[config.mk]
export PLATFORM = sky130hd
export DESIGN_NAME = redop_seq_unit
export DESIGN_NICKNAME = d
export VERILOG_FILES = /design/src/rtl/redop_pkg.sv /design/src/rtl/redop_chunk.sv /design/src/rtl/redop_seq_unit.sv
export SDC_FILE = /design/constraint.sdc
export NUM_CORES = 1
export LEC_CHECK = 0
export ABC_AREA = 1
export BUFFER_PORTS_ARGS = -buffer_cell sky130_fd_sc_hd__buf_2
export CAP_MARGIN = 10
export CORE_MARGIN = 2
export CORE_UTILIZATION = 55
export DETAILED_ROUTE_END_ITERATION = 8
export HOLD_SLACK_MARGIN = 0.12
export PLACE_DENSITY_LB_ADDON = 0.25
export SYNTH_ARGS = -nofsm -noshare
export SYNTH_HDL_FRONTEND = slang
export SYNTH_HIERARCHICAL = 1
export SYNTH_SLANG_ARGS = --single-unit
[constraint.sdc]
create_clock -name clk -period 2.28 [get_ports clk]
set_input_delay 0 -clock clk [delete_from_list [all_inputs] [get_ports clk]]
set_output_delay 0 -clock clk [all_outputs]
set_load 0.02 [all_outputs]
[src/rtl/redop_pkg.sv]
// Shared opcode encodings, FSM states and opcode helper functions for the
// sequential reduction unit.
package redop_pkg;

   localparam logic [2:0] OP_AND  = 3'd0;
   localparam logic [2:0] OP_OR   = 3'd1;
   localparam logic [2:0] OP_NAND = 3'd2;
   localparam logic [2:0] OP_NOR  = 3'd3;
   localparam logic [2:0] OP_XOR  = 3'd4;
   localparam logic [2:0] OP_XNOR = 3'd5;

   localparam logic [1:0] BASE_AND = 2'd0;
   localparam logic [1:0] BASE_OR  = 2'd1;
   localparam logic [1:0] BASE_XOR = 2'd2;

   typedef enum logic [1:0] {
      ST_IDLE = 2'd0,
      ST_RUN  = 2'd1,
      ST_DONE = 2'd2
   } state_t;

   function automatic logic [1:0] op_base(input logic [2:0] op);
      case (op)
         OP_AND, OP_NAND: return BASE_AND;
         OP_OR, OP_NOR:   return BASE_OR;
         default:         return BASE_XOR;
      endcase
   endfunction

   // AND-family folds start from 1, OR/XOR-family folds start from 0.
   function automatic logic op_identity(input logic [2:0] op);
      return (op_base(op) == BASE_AND);
   endfunction

   function automatic logic op_invert(input logic [2:0] op);
      case (op)
         OP_NAND, OP_NOR, OP_XNOR: return 1'b1;
         default:                  return 1'b0;
      endcase
   endfunction

   function automatic logic op_illegal(input logic [2:0] op);
      return (op > OP_XNOR);
   endfunction

   function automatic logic op_fold(input logic [1:0] base, input logic acc, input logic part);
      case (base)
         BASE_AND: return acc & part;
         BASE_OR:  return acc | part;
         default:  return acc ^ part;
      endcase
   endfunction

endpackage

[src/rtl/redop_chunk.sv]
// Combinational reduction of one CHUNK-bit slice under a base operator.
module redop_chunk
   import redop_pkg::*;
#(
   parameter int CHUNK = 8
) (
   input  logic [CHUNK-1:0] slice,
   input  logic [1:0]       base,
   output logic             part
);

   // Reduce the slice with the selected base operator.
   always_comb begin
      part = 1'b0;
      case (base)
         BASE_AND: part = &slice;
         BASE_OR:  part = |slice;
         BASE_XOR: part = ^slice;
         default:  part = 1'b0;
      endcase
   end

endmodule

[src/rtl/redop_seq_unit.sv]
// Sequential multi-cycle reduction unit: accepts a WIDTH-bit operand, folds
// CHUNK bits per cycle and returns a tagged 1-bit result.
module redop_seq_unit
   import redop_pkg::*;
#(
   parameter int WIDTH = 32,
   parameter int CHUNK = 8,
   parameter int NCH   = 4,
   localparam int CW   = (NCH > 1) ? $clog2(NCH) : 1
) (
   input  logic             clk,
   input  logic             rst,
   input  logic             in_valid,
   output logic             in_ready,
   input  logic [2:0]       in_op,
   input  logic [CW-1:0]    in_chan,
   input  logic [WIDTH-1:0] in_data,
   output logic             out_valid,
   input  logic             out_ready,
   output logic             out_bit,
   output logic [CW-1:0]    out_chan,
   output logic             out_err,
   output logic [NCH-1:0]   res_vec
);

   localparam int NCHUNK = WIDTH / CHUNK;
   localparam int CNTW   = (NCHUNK > 1) ? $clog2(NCHUNK) : 1;
   localparam logic [CNTW-1:0] CNT_LAST = CNTW'(NCHUNK - 1);

   if (WIDTH % CHUNK != 0) begin : g_bad_chunk
      $error("redop_seq_unit: WIDTH must be a multiple of CHUNK");
   end

   state_t           state_r;
   state_t           state_nx_s;
   logic             ready_r;
   logic [WIDTH-1:0] shift_r;
   logic [2:0]       op_r;
   logic [CW-1:0]    chan_r;
   logic             chan_bad_r;
   logic             acc_r;
   logic [CNTW-1:0]  cnt_r;
   logic             out_valid_r;
   logic             out_bit_r;
   logic [CW-1:0]    out_chan_r;
   logic             out_err_r;
   logic [NCH-1:0]   res_vec_r;
   logic             part_s;
   logic             accept_s;
   logic             err_s;

   assign accept_s = in_valid && ready_r;
   assign err_s    = op_illegal(op_r) || chan_bad_r;

   redop_chunk #(.CHUNK(CHUNK)) u_chunk (
      .slice (shift_r[CHUNK-1:0]),
      .base  (op_base(op_r)),
      .part  (part_s)
   );

   // Next-state decode for the IDLE -> RUN -> DONE sequence.
   always_comb begin
      state_nx_s = state_r;
      case (state_r)
         ST_IDLE: begin
            if (accept_s) state_nx_s = ST_RUN;
            else          state_nx_s = ST_IDLE;
         end
         ST_RUN: begin
            if (cnt_r == CNT_LAST) state_nx_s = ST_DONE;
            else                   state_nx_s = ST_RUN;
         end
         ST_DONE: begin
            if (out_valid_r && out_ready) state_nx_s = ST_IDLE;
            else                          state_nx_s = ST_DONE;
         end
         default: state_nx_s = ST_IDLE;
      endcase
   end

   // State register, datapath and registered result/status outputs.
   always_ff @(posedge clk) begin
      if (rst) begin
         state_r     <= ST_IDLE;
         ready_r     <= 1'b0;
         shift_r     <= '0;
         op_r        <= 3'd0;
         chan_r      <= '0;
         chan_bad_r  <= 1'b0;
         acc_r       <= 1'b0;
         cnt_r       <= '0;
         out_valid_r <= 1'b0;
         out_bit_r   <= 1'b0;
         out_chan_r  <= '0;
         out_err_r   <= 1'b0;
         res_vec_r   <= '0;
      end else begin
         state_r <= state_nx_s;
         // Ready tracks the IDLE state but stays low for the first cycle out of reset.
         ready_r <= (state_nx_s == ST_IDLE);
         case (state_r)
            ST_IDLE: begin
               if (accept_s) begin
                  shift_r    <= in_data;
                  op_r       <= in_op;
                  chan_r     <= in_chan;
                  chan_bad_r <= (32'(in_chan) >= 32'(NCH));
                  acc_r      <= op_identity(in_op);
                  cnt_r      <= '0;
               end
            end
            ST_RUN: begin
               acc_r   <= op_fold(op_base(op_r), acc_r, part_s);
               shift_r <= shift_r >> CHUNK;
               cnt_r   <= cnt_r + CNTW'(1);
            end
            ST_DONE: begin
               // Results are published one cycle after the final fold and then held.
               if (!out_valid_r) begin
                  out_valid_r <= 1'b1;
                  out_err_r   <= err_s;
                  out_chan_r  <= chan_r;
                  out_bit_r   <= err_s ? 1'b0 : (acc_r ^ op_invert(op_r));
                  if (!err_s) begin
                     res_vec_r[chan_r] <= acc_r ^ op_invert(op_r);
                  end
               end else if (out_ready) begin
                  out_valid_r <= 1'b0;
               end
            end
            default: ;
         endcase
      end
   end

   assign in_ready  = ready_r;
   assign out_valid = out_valid_r;
   assign out_bit   = out_bit_r;
   assign out_chan  = out_chan_r;
   assign out_err   = out_err_r;
   assign res_vec   = res_vec_r;

endmodule

==> flow_summary.json <==
{
  "hold_viol": 0,
  "synth_cell_type_count": 20,
  "hpwl_um": 3727,
  "num_vias": 2684,
  "setup_tns_ns": 0,
  "yosysMostFrequentCell": "nand2_1",
  "grt_pass1_vias": 2598,
  "dieArea_um2": 5240,
  "critPathKind": "register to register",
  "setup_viol": 0,
  "cp-end-kind": "register",
  "max_stage_delay_ns": 0.57,
  "crit_required_ns": 2.53,
  "max_freq_mhz": 471.2,
  "cts_buffers": 5,
  "cts_tree": "yes",
  "portBuffers": 50,
  "insertion_delay_ns": 0.31,
  "period_share_pct": 93.09,
  "synth_area_leaders": "dfxtp_1, nand2_1, nor2_1",
  "layout-drive-gt1-share_pct": 13.37,
  "rsz0062_at_grt": "no",
  "core_um2": 4444,
  "grt_overflow": 0,
  "wl_um": 6511,
  "fp-row-count": 24,
  "p_leak_uw": 0.001728,
  "clock-sinks": 52,
  "slew_headroom_pct": 38.07,
  "yosysSeqAreaShare_pct": 40.47,
  "cts_buffer_depth": 2,
  "syn-num-nets": 447,
  "antenna_cells": 0,
  "dr.first_iter.drc_count": 147,
  "drc": 0,
  "synth_cells": 395,
  "netlist.area_leader.share_pct": 40.47,
  "worst-path-max-fanout": 33,
  "die_y_um": 72.39,
  "grt_max_degree": 38,
  "ant_nets": 0,
  "path_cells": "nor2_4 > inv_4 > nand2_4 > inv_6 > nand2_1 > a21oi_1 > dlygate4sd3_1",
  "num_io_pins": 51,
  "status": "finished, final reports clean",
  "drt_pass1_iterations": 4,
  "globalRouteTotalUtil_pct": 26.80,
  "synth_edf_count": 0,
  "cpMaxStageDelayCell": "dlygate4sd3_1",
  "drv_slew": 0,
  "die_w_um": 72.39,
  "synth_commonest_cells": "nand2_1, nor2_1, dfxtp_1",
  "htree_num_levels": 2,
  "min_path_type": "input port to register",
  "syn-cell-area_um2": 2572,
  "power_density_nw_per_um2": 640.6,
  "postCtsSetupRepairBufs": 0,
  "wl_per_cell_um": 12.10,
  "clkTransAtPathRegs_ns": 0.10,
  "antenna_found_initial": 0,
  "cts-root-buf": "clkbuf_8",
  "async_flop_share_pct": 0,
  "yosys.area.top_type": "dfxtp_1",
  "final_util_pct": 76.72,
  "fillerInstances": 341,
  "syn_avg_cell_area_um2": 6.513,
  "grt_pass1_wl_um": 11160,
  "period_minus_slack_ns": 2.122,
  "ys_warn_count": 6,
  "synth_seq_cells": 52,
  "syn2layout_area_growth_pct": 32.54,
  "cp.arrival_ns": 2.37,
  "nets": 537,
  "routed_via_density": 4.989,
  "worstMarginPinSlew_ns": 0.9279,
  "skew_ns": 0.009563,
  "synth_top_flop_cell": "dfxtp_1",
  "maxCapViolations": 0,
  "routabilityCongestion": 0.8054,
  "ir_drop_v": 0.0004672,
  "start_util_pct": 57.88,
  "cp-start-kind": "register"
}
-- final cells by class --
cell class	count	area [µm²]	area share (%)
Multi-Input combinational cell	290	1292	37.91
Sequential cell	52	1041	30.53
Clock inverter	1	30.03	0.8807
Inverter	37	146.4	4.294
Tap cell	52	65.06	1.908
Clock buffer	7	96.34	2.826
Timing Repair Buffer	99	738.2	21.65
-- registers in the layout, indices dropped and copies added (netlist names) --
name / flops
shift_r: 32
res_vec: 4
op_r: 3
chan_r: 2
cnt_r: 2
out_chan: 2
state_r: 2
acc_r: 1
in_ready: 1
out_bit: 1
out_err: 1
out_valid: 1
-- placed cells by master (no fill, tap or decap) --
cell and count:
a211oi_1 1, a21oi_1 21, and2_1 1, buf_2 50, buf_4 1, bufinv_16 1, clkbuf_8 7, dfxtp_1 52
dlygate4sd3_1 48, ha_1 11, inv_1 34, inv_2 1, inv_4 1, inv_6 1, nand2_1 139, nand2_2 1
nand2_4 1, nand3_1 9, nor2_1 68, nor2_4 1, o21ai_0 36, o21ai_1 1
-- worst paths after layout --
| kind | from | to | slack, ns | cells after the start |
|---|---|---|---|---|
| worst max-delay path | state_r[1] | shift_r[27] | 0.16 | 7 |
| worst min register to register | out_bit | out_bit | 0.47 | 2 |
| worst max register to register | state_r[1] | shift_r[27] | 0.16 | 7 |
| worst min-delay path | in_valid | op_r[2] | 0.26 | 5 |
-- kinds of logic after synthesis --
group | synth area share (%)
AO/OA/AOI/OAI | 11.58
adder cells (fa/ha/maj) | 5.350
buffers and inverters | 9.290
flip-flops | 40.47
AND/OR/NAND/NOR | 33.32
-- critical path: cells and delay by family, from the launching register on --
kind / cells / cell delay, ns
flops: 1 / 0.41
buf+inv: 3 / 1.07
simple gates: 3 / 0.40
compound gates: 1 / 0.16
-- per-layer routing --
layer | wire length, µm | share of wire, % | global-route usage [%] | vias to the layer above
met1 | 2856 | 44 | 32.69 | 1203
met4 | 191 | 2.9 | 10.49 | 0
met3 | 245 | 3.8 | 4.583 | 22
met2 | 3219 | 49 | 46.99 | 70
li1 | - | - | - | 1389
met5 | 0 | 0 | 0 | -
-- stage by stage --
step                      total power (µW)  hold WS, ns  instance area (µm²)  setup slack (ns)  std cells
after floorplan                       1346       0.1490                 2572            0.6219        395
after global placement                1418       0.2567                 2798            0.5574        482
after detailed placement              1430       0.2585                 2798            0.4947        482
after CTS                             2172       0.2597                 3405           0.02275        538
after global routing                  2300       0.3073                 3410           0.06760        538
final                                 2184       0.2597                 3410            0.1576        538
-- power by group --
part | switching (µW) | internal [µW] | leakage (µW)
logic | 267 | 191 | 0.00124
clock network | 309 | 388 | 0.0000645
registers | 45.5 | 983 | 0.000426
-- what timing repair did --
item | CTS | global route
hold buffers | 48 | 0
resized for setup | 0 | 3
endpoints found under the setup margin | 0 | 8
hold endpoints to repair | 46 | 0
(Power assumes the default switching activity.)
